$ cat src/rtl/serial_add_arbiter.sv
// Round-robin sequencer that streams two requesters' WIDTH-bit additions LSB-first
// through an external bit-serial full-adder chain and returns the sum on a valid/ready port.
module serial_add_arbiter #(
  parameter int WIDTH   = 8,
  parameter int ADD_LAT = 1
) (
  input  logic             CLK,
  input  logic             RST,
  input  logic             req0_valid,
  output logic             req0_ready,
  input  logic [WIDTH-1:0] req0_a,
  input  logic [WIDTH-1:0] req0_b,
  input  logic             req0_cin,
  input  logic             req1_valid,
  output logic             req1_ready,
  input  logic [WIDTH-1:0] req1_a,
  input  logic [WIDTH-1:0] req1_b,
  input  logic             req1_cin,
  output logic             add_a,
  output logic             add_b,
  output logic             add_cin,
  input  logic             add_s,
  input  logic             add_cout,
  output logic             rsp_valid,
  input  logic             rsp_ready,
  output logic [WIDTH-1:0] rsp_sum,
  output logic             rsp_cout,
  output logic             rsp_id,
  output logic             busy
);

  localparam int IDX_W = (WIDTH > 1) ? $clog2(WIDTH) : 1;
  localparam int CNT_W = (ADD_LAT > 1) ? $clog2(ADD_LAT) : 1;
  localparam logic [IDX_W-1:0] LAST_BIT  = IDX_W'(WIDTH - 1);
  localparam logic [CNT_W-1:0] LAST_WAIT = CNT_W'(ADD_LAT - 1);

  typedef enum logic [1:0] {
    IDLE = 2'd0,
    RUN  = 2'd1,
    RESP = 2'd2
  } state_t;

  state_t             state_q, state_d;
  logic               last_grant_q, last_grant_d;
  logic               id_q, id_d;
  // Operand bits still to be driven; bit 0 is the next one to go out.
  logic [WIDTH-2:0]   a_q, a_d;
  logic [WIDTH-2:0]   b_q, b_d;
  // Captured sum bits, shifted in from the top so they land in place at completion.
  logic [WIDTH-2:0]   sum_q, sum_d;
  logic [IDX_W-1:0]   bit_idx_q, bit_idx_d;
  logic [CNT_W-1:0]   wait_cnt_q, wait_cnt_d;
  logic               add_a_q, add_a_d;
  logic               add_b_q, add_b_d;
  logic               add_cin_q, add_cin_d;
  logic               rsp_valid_q, rsp_valid_d;
  logic [WIDTH-1:0]   rsp_sum_q, rsp_sum_d;
  logic               rsp_cout_q, rsp_cout_d;
  logic               rsp_id_q, rsp_id_d;

  logic               grant_any;
  logic               grant_id;
  logic [WIDTH-1:0]   sel_a;
  logic [WIDTH-1:0]   sel_b;
  logic               sel_cin;
  logic               capture;
  logic               last_bit;

  // With both requesters pending, the one that did not win last time goes next.
  always_comb begin
    grant_any = req0_valid | req1_valid;
    grant_id  = (req0_valid & req1_valid) ? ~last_grant_q : req1_valid;
    sel_a     = grant_id ? req1_a   : req0_a;
    sel_b     = grant_id ? req1_b   : req0_b;
    sel_cin   = grant_id ? req1_cin : req0_cin;
  end

  assign req0_ready = (state_q == IDLE) & grant_any & ~grant_id;
  assign req1_ready = (state_q == IDLE) & grant_any &  grant_id;

  assign capture  = (wait_cnt_q == LAST_WAIT);
  assign last_bit = (bit_idx_q == LAST_BIT);

  always_comb begin
    state_d      = state_q;
    last_grant_d = last_grant_q;
    id_d         = id_q;
    a_d          = a_q;
    b_d          = b_q;
    sum_d        = sum_q;
    bit_idx_d    = bit_idx_q;
    wait_cnt_d   = wait_cnt_q;
    add_a_d      = add_a_q;
    add_b_d      = add_b_q;
    add_cin_d    = add_cin_q;
    rsp_valid_d  = rsp_valid_q;
    rsp_sum_d    = rsp_sum_q;
    rsp_cout_d   = rsp_cout_q;
    rsp_id_d     = rsp_id_q;

    case (state_q)
      IDLE: begin
        if (grant_any) begin
          last_grant_d = grant_id;
          id_d         = grant_id;
          a_d          = sel_a[WIDTH-1:1];
          b_d          = sel_b[WIDTH-1:1];
          sum_d        = '0;
          add_a_d      = sel_a[0];
          add_b_d      = sel_b[0];
          add_cin_d    = sel_cin;
          bit_idx_d    = '0;
          wait_cnt_d   = '0;
          state_d      = RUN;
        end
      end

      RUN: begin
        if (capture) begin
          sum_d = (WIDTH-1)'({add_s, sum_q} >> 1);
          if (last_bit) begin
            rsp_sum_d   = {add_s, sum_q};
            rsp_cout_d  = add_cout;
            rsp_id_d    = id_q;
            rsp_valid_d = 1'b1;
            add_a_d     = 1'b0;
            add_b_d     = 1'b0;
            add_cin_d   = 1'b0;
            state_d     = RESP;
          end else begin
            // Carry of the bit just finished becomes carry-in of the next slot.
            add_a_d    = a_q[0];
            add_b_d    = b_q[0];
            add_cin_d  = add_cout;
            a_d        = a_q >> 1;
            b_d        = b_q >> 1;
            bit_idx_d  = bit_idx_q + IDX_W'(1);
            wait_cnt_d = '0;
          end
        end else begin
          wait_cnt_d = wait_cnt_q + CNT_W'(1);
        end
      end

      RESP: begin
        if (rsp_ready) begin
          rsp_valid_d = 1'b0;
          state_d     = IDLE;
        end
      end

      default: begin
        state_d = IDLE;
      end
    endcase
  end

  always_ff @(posedge CLK or posedge RST) begin
    if (RST) begin
      state_q      <= IDLE;
      last_grant_q <= 1'b1;
      id_q         <= 1'b0;
      a_q          <= '0;
      b_q          <= '0;
      sum_q        <= '0;
      bit_idx_q    <= '0;
      wait_cnt_q   <= '0;
      add_a_q      <= 1'b0;
      add_b_q      <= 1'b0;
      add_cin_q    <= 1'b0;
      rsp_valid_q  <= 1'b0;
      rsp_sum_q    <= '0;
      rsp_cout_q   <= 1'b0;
      rsp_id_q     <= 1'b0;
    end else begin
      state_q      <= state_d;
      last_grant_q <= last_grant_d;
      id_q         <= id_d;
      a_q          <= a_d;
      b_q          <= b_d;
      sum_q        <= sum_d;
      bit_idx_q    <= bit_idx_d;
      wait_cnt_q   <= wait_cnt_d;
      add_a_q      <= add_a_d;
      add_b_q      <= add_b_d;
      add_cin_q    <= add_cin_d;
      rsp_valid_q  <= rsp_valid_d;
      rsp_sum_q    <= rsp_sum_d;
      rsp_cout_q   <= rsp_cout_d;
      rsp_id_q     <= rsp_id_d;
    end
  end

  assign add_a     = add_a_q;
  assign add_b     = add_b_q;
  assign add_cin   = add_cin_q;
  assign rsp_valid = rsp_valid_q;
  assign rsp_sum   = rsp_sum_q;
  assign rsp_cout  = rsp_cout_q;
  assign rsp_id    = rsp_id_q;
  assign busy      = (state_q != IDLE);

endmodule
$ cat config.mk
export PLATFORM = sky130hd
export DESIGN_NAME = serial_add_arbiter
export DESIGN_NICKNAME = d
export VERILOG_FILES = /design/src/rtl/serial_add_arbiter.sv
export SDC_FILE = /design/constraint.sdc
export NUM_CORES = 1
export LEC_CHECK = 0
export ABC_AREA = 1
export CORE_MARGIN = 2
export CORE_UTILIZATION = 45
export CTS_BUF_LIST = sky130_fd_sc_hd__clkbuf_4
export DETAILED_ROUTE_END_ITERATION = 10
export HOLD_SLACK_MARGIN = 0.08
export PLACE_DENSITY = 0.83
export SLEW_MARGIN = 20
export SYNTH_ARGS = -nofsm -noshare
export SYNTH_HDL_FRONTEND = slang
export SYNTH_SLANG_ARGS = --single-unit
$ cat constraint.sdc
create_clock -name CLK -period 2.4 [get_ports CLK]
set_clock_uncertainty 0.1 [all_clocks]
set_input_delay 0.36 -clock CLK [delete_from_list [all_inputs] [get_ports CLK]]
set_output_delay 0.36 -clock CLK [all_outputs]
set_load 0.05 [all_outputs]
==> flow_summary_export.csv, run 1 <==
group,metric,value,unit
die,ioPinCount,58,
clock_network,cts_tree,"built",
die,die_height,72.31,µm
die,coreArea,4414,µm²
die,rows,24,
synthesis,synth_cell_types,22,
synthesis,yosys.area_share.simple,30.63,%
global_route,grt_pass1_vias,1789,
synthesis,yosysSeqAreaShare,50.12,%
die,die_w,72.31,µm
drt,viasPerCell,4.943,
sta,worstMarginPinSlew,0.5867,ns
sta,fin_crit_sh,94.42,%
critical_path,crit_path_top_delay_cell,"clkdlybuf4s50_1",
sta,fin_ws,0.1340,ns
synthesis,synth_common_cells,"nand2_1, nand3_1, dfrtp_1, inv_1",
synthesis,synth.ff_latch_count,42,
clock_network,ctsHoldBuffers,0,
clock_network,clkLatencyLatePin,0.35,ns
clock_network,cts_max_level,2,
final_layout,nets,360,
synthesis,synth-xor-area-share,0,%
synthesis,synthFlopType,"dfrtp_1",
drt,drtIter0Drc,125,
final_layout,area_delta_synth_final,31.70,%
drt,via_count,1824,
placement,pre_cts_ws,0.3372,ns
placement,dp_hpwl,3263,µm
clock_network,cts-root-buf,"clkbuf_4",
clock_network,cts_buffer_depth,2,
critical_path,cp_cell_sequence,"nor2_2 > inv_1 > clkdlybuf4s50_1",
global_route,grt_max_degree,43,
synthesis,synth_edf_count,0,
synthesis,synth_top_area_share,48.87,%
critical_path,path_class,"flip-flop to output pin",
critical_path,critPathMaxFanout,5,
critical_path,arrival,1.81,ns
pwr,power_density,1170,nW/µm²
clock_network,post_cts_resized,0,
clock_network,cts.sinks,42,
sta,report.final.slew_viol_count,0,
drt,drc,0,
clock_network,post-cts-setup-buffers,0,
synthesis,syn_area,2100,µm²
sta,min_period,2.266,ns
drt,ant_nets,0,
synthesis,synthArstFlopShare,100.0,%
synthesis,yosysMostFrequentCell,"nand2_1",
pwr,p_leak,0.001360,µW
synthesis,synth_top_family_by_area,"simple AND/OR/NAND/NOR gates",
sta,hold_viol_final,0,
synthesis,yosys-top-cells-area,"dfrtp_1, nand2_1, nand3_1",
global_route,track_usage,18.95,%
die,die_area,5228,µm²
synthesis,synth_compound_area_share,7.569,%
die,start_util,47.56,%
synthesis,syn_nets,303,
critical_path,worstRegToRegCells,7,
sta,fin_setup_tns,0,ns
job,cap_violations,0,
synthesis,ys_warn_count,0,
global_route,antenna_found_initial,0,
final_layout,layout-drive-gt1-share,10.09,%
drt,wl_per_cell,11.96,µm
critical_path,critical_path_required,1.94,ns
critical_path,start_kind,"flip-flop",
synthesis,syn_area_per_cell,8.106,µm²
placement,place.gp.congestion,0.7876,
global_route,grt_pass1_wl,7769,µm
worst_hold_path,hold_path.class,"input port to asynchronous set/reset pin",
pwr,peakVddDrop,413.1,µV
synthesis,syn_inst,259,
drt,dr.pass1.iters,5,
drt,routed_wl,4414,µm
final_layout,antennaDiodeCount,0,
synthesis,yosysTopAreaCell,"dfrtp_1",
critical_path,slowest_delay,0.70,ns
sta,setup_viol_count_final,0,
final_layout,final_util,62.64,%
clock_network,clk_pin_slew,0.11,ns
sta,rsz0062_at_grt,"no",
placement,io_buffers,57,
outcome,status,"complete, no violations",
synthesis,synth_fa_ha_area_share,1.788,%
sta,slew_headroom,60.79,%
synthesis,synthMuxAreaShare,0,%
critical_path,endpoint_kind,"output pin",
sta,max_freq,441.3,MHz
final_layout,fill_cells,407,
clock_network,cts_buffers,5,
global_route,grt_remaining_overflow,0,
==> registers in the layout, indices dropped and copies added (netlist names) <==
| name | cells |
|---|---|
| rsp_cout | 1 |
| rsp_sum | 8 |
| add_a | 1 |
| rsp_valid | 1 |
| add_cin | 1 |
| sum_q | 7 |
| last_grant_q | 1 |
| id_q | 1 |
| add_b | 1 |
| rsp_id | 1 |
| a_q | 7 |
| bit_idx_q | 3 |
| b_q | 7 |
| state_q | 2 |
==> metal layers <==
metal / global-route usage [%] / vias to the layer above / part of all wire [%]
met2: 32.62 / 57 / 49
met4: 4.403 / 0 / 0.57
met3: 4.444 / 4 / 5.5
met5: 0 / - / 0
li1: - / 944 / -
met1: 24.27 / 819 / 45
==> cell families after synthesis <==
group | count (synthesis)
and+or+nand+nor | 141
adders and majority gates | 3
AOI/OAI and AO/OA | 29
buffers and inverters | 44
DFF | 42
==> cells in the final DEF (no fill, tap or decap) <==
| master | count |
|---|---|
| a21oi_1 | 6 |
| buf_12 | 2 |
| buf_4 | 5 |
| clkbuf_4 | 8 |
| clkdlybuf4s50_1 | 55 |
| dfrtp_1 | 41 |
| dfstp_2 | 1 |
| ha_1 | 3 |
| inv_1 | 29 |
| inv_2 | 3 |
| nand2_1 | 72 |
| nand2_2 | 5 |
| nand2_4 | 1 |
| nand3_1 | 47 |
| nand3_2 | 4 |
| nor2_1 | 10 |
| nor2_2 | 1 |
| nor2_4 | 1 |
| o21ai_0 | 10 |
| o21ai_1 | 4 |
| o21ai_2 | 1 |
| o22ai_1 | 8 |
==> final cells by class <==
class | instances | area [µm²] | area share, %
flip-flops and latches | 42 | 1052 | 38.05
multi-input cells | 173 | 839.6 | 30.36
well taps | 52 | 65.06 | 2.353
inverters | 32 | 120.1 | 4.344
clock buffers | 8 | 60.06 | 2.172
repair buffers | 62 | 628.1 | 22.71
==> critical path: cells and delay by family, from the launching register on <==
kind	cells	cell delay, ns
buffers and inverters	2	0.78
DFF	1	0.47
and+or+nand+nor	1	0.22
==> worst paths after layout <==
kind                              start           end  slack, ns
min                                 RST        rsp_id       0.33
min reg2reg                last_grant_q  last_grant_q       0.39
max in group asynchronous           RST  last_grant_q       1.50
min in group CLK           last_grant_q  last_grant_q       0.39
max                          state_q[1]          busy       0.13
max reg2reg                bit_idx_q[0]        b_q[4]       0.45
==> per-stage QoR <==
| stage | std cells | power, µW | area, µm² | hold WS (ns) |
|---|---|---|---|---|
| global route | 369 | 3488 | 2765 | 0.3850 |
| CTS | 369 | 3264 | 2765 | 0.3448 |
| finish | 369 | 3236 | 2765 | 0.3331 |
| global placement | 361 | 2851 | 2705 | 0.3590 |
| detailed placement | 361 | 2905 | 2705 | 0.3696 |
| floorplan | 259 | 2442 | 2100 | 0.3481 |
==> report_power, final <==
| part | leakage, µW | switching, µW | internal (µW) |
|---|---|---|---|
| sequential | 0.000528 | 162 | 1010 |
| clock | 0.0000368 | 210 | 151 |
| combinational | 0.000795 | 1100 | 601 |
Power figures use the tool's default switching activity.
==> inputs of run 2 (changes only) <==
- clock period: 2.4 -> 2.9 ns (I/O delays scaled with it)
==> flow_summary_export.csv, run 2 (same netlist as run 1, synthesis figures left out) <==
group,metric,value,unit
critical_path,arrival,1.82,ns
critical_path,slowest_delay,0.70,ns
final_layout,area_delta_synth_final,32.96,%
critical_path,r2r-end,"b_q[5]",
die,die_height,72.31,µm
drt,routed_wl,4481,µm
sta,min_period,2.352,ns
sta,hold_viol_final,0,
die,coreArea,4414,µm²
clock_network,post_cts_resized,0,
sta,fin_crit_sh,81.12,%
clock_network,ctsHoldBuffers,0,
drt,via_count,1843,
sta,worstMarginPinSlew,0.5803,ns
final_layout,antennaDiodeCount,0,
sta,setup_viol_count_final,0,
pwr,cell_internal_pwr,1591,µW
clock_network,clk_pin_slew,0.12,ns
critical_path,r2r_start,"bit_idx_q[0]",
final_layout,final-instance-count-excl-fill,367,
drt,drc,0,
critical_path,critical_path_required,2.37,ns
critical_path,cp_cell_sequence,"nor2_2 > inv_1 > clkdlybuf4s50_1",
pwr,power_density,1011,nW/µm²
critical_path,worst-path-buf-inv,2,
critical_path,worstRegToRegCells,7,
critical_path,start_kind,"flip-flop",
drt,dr.pass1.iters,4,
global_route,grt_remaining_overflow,0,
pwr,clkPwrFrac,16.1,%
die,rows,24,
placement,io_buffers,57,
pwr,combPwrFrac,49.4,%
clock_network,cts.sinks,42,
global_route,grt_max_degree,43,
die,start_util,47.56,%
critical_path,crit_path_top_delay_cell,"clkdlybuf4s50_1",
final_layout,nets,358,
global_route,antenna_found_initial,0,
drt,ant_nets,0,
die,die_area,5228,µm²
outcome,status,"complete, no violations",
global_route,track_usage,19.27,%
critical_path,crit_cells,3,
critical_path,rrSetupSlack,0.96,ns
job,cap_violations,0,
critical_path,path_class,"flip-flop to output pin",
clock_network,cts_buffer_depth,2,
drt,wl_per_cell,12.21,µm
sta,report.final.slew_viol_count,0,
sta,fin_setup_tns,0,ns
pwr,seqPwrFrac,34.5,%
die,die_w,72.31,µm
worst_hold_path,hold_path.class,"flip-flop to flip-flop",
final_layout,final_common_cell,"nand2_1",
pwr,peakVddDrop,353.6,µV
clock_network,cts_buffers,5,
final_layout,final_cell_mix,"nand2_1, clkdlybuf4s50_1, nand3_1",
critical_path,critPathLaunch,"state_q[1]",
clock_network,clkLatencyLatePin,0.35,ns
clock_network,post-cts-setup-buffers,0,
pwr,switching_share,43.64,%
final_layout,layout-drive-gt1-share,9.206,%
pwr,power.total,2823,µW
critical_path,endpoint_kind,"output pin",
clock_network,cts_max_level,2,
clock_network,cts_tree,"built",
pwr,p_sw,1232,µW
pwr,p_leak,0.001367,µW
placement,place.gp.congestion,0.7821,
placement,dp_hpwl,3206,µm
die,ioPinCount,58,
global_route,grt_pass1_vias,1821,
critical_path,critPathMaxFanout,5,
final_layout,largest_reg_flops,8,
placement,dp.cells,359,
sta,rsz0062_at_grt,"no",
drt,viasPerCell,5.022,
sta,slew_headroom,61.22,%
global_route,grt_pass1_wl,7886,µm
critical_path,endpoint,"busy",
drt,drtIter0Drc,73,
critical_path,cp_top_family,"buffers and inverters",
sta,max_freq,425.1,MHz
clock_network,cts-root-buf,"clkbuf_4",
## run 2: cell types whose count changed in the layout (fill, tap and decap cells not counted)
cell,previous run,this run
clkbuf_4,8,5
buf_4,5,3
bufinv_16,0,2
clkinv_1,0,1
## run 2: power by group through the flow
stage,logic [µW],clock network [µW],registers [µW]
final,1390,455,974
after detailed placement,1400,0,989
after CTS,1410,461,977
after global routing,1540,485,1000
after floorplan,753,0,1270
after global placement,1370,0,973
## run 2: worst min path at each step
stage	to	depth (start not counted)	slack, ns	start
6_report	last_grant_q	2	0.39	last_grant_q
3_3_place_gp	rsp_cout	2	0.36	rsp_cout
3_5_place_dp	rsp_valid	2	0.37	rsp_valid
2_1_floorplan	last_grant_q	2	0.35	last_grant_q
5_1_grt	last_grant_q	2	0.39	last_grant_q
4_1_cts	last_grant_q	2	0.39	last_grant_q
## run 2: per-layer routing
| metal | wire [µm] | GRT usage (%) | vias to the layer above |
|---|---|---|---|
| met3 | 261 | 4.028 | 7 |
| met2 | 2157 | 33.33 | 59 |
| met5 | 0 | 0 | - |
| li1 | - | - | 937 |
| met1 | 1983 | 24.05 | 840 |
| met4 | 77 | 6.289 | 0 |
## run 2: final cells by class
type / instances / area, µm²
Multi-Input combinational cell: 173 / 839.6
Sequential cell: 42 / 1052
Clock buffer: 5 / 37.54
Inverter: 32 / 120.1
Tap cell: 52 / 65.06
Clock inverter: 3 / 63.81
Fill cell: 396 / 1623
Timing Repair Buffer: 60 / 613.1
## run 2: metrics by stage
step	util, %	cell area (µm²)	setup WS, ns	hold slack [ns]
4_1_cts	63.24	2791	0.5183	0.3876
3_5_place_dp	60.94	2690	0.5700	0.3660
2_1_floorplan	-	2100	0.7215	0.3481
5_1_grt	63.24	2791	0.4383	0.3916
6_report	63.24	2791	0.5475	0.3878
3_3_place_gp	60.94	2690	0.6221	0.3606
## run 2: worst reg2reg max path, cell delays in order, from the launching register on
cell     delay, ns
dfrtp_1       0.43
ha_1          0.23
ha_1          0.18
inv_1         0.13
nand2_2       0.29
nand2_2       0.32
nand3_1       0.11
nand3_1       0.10
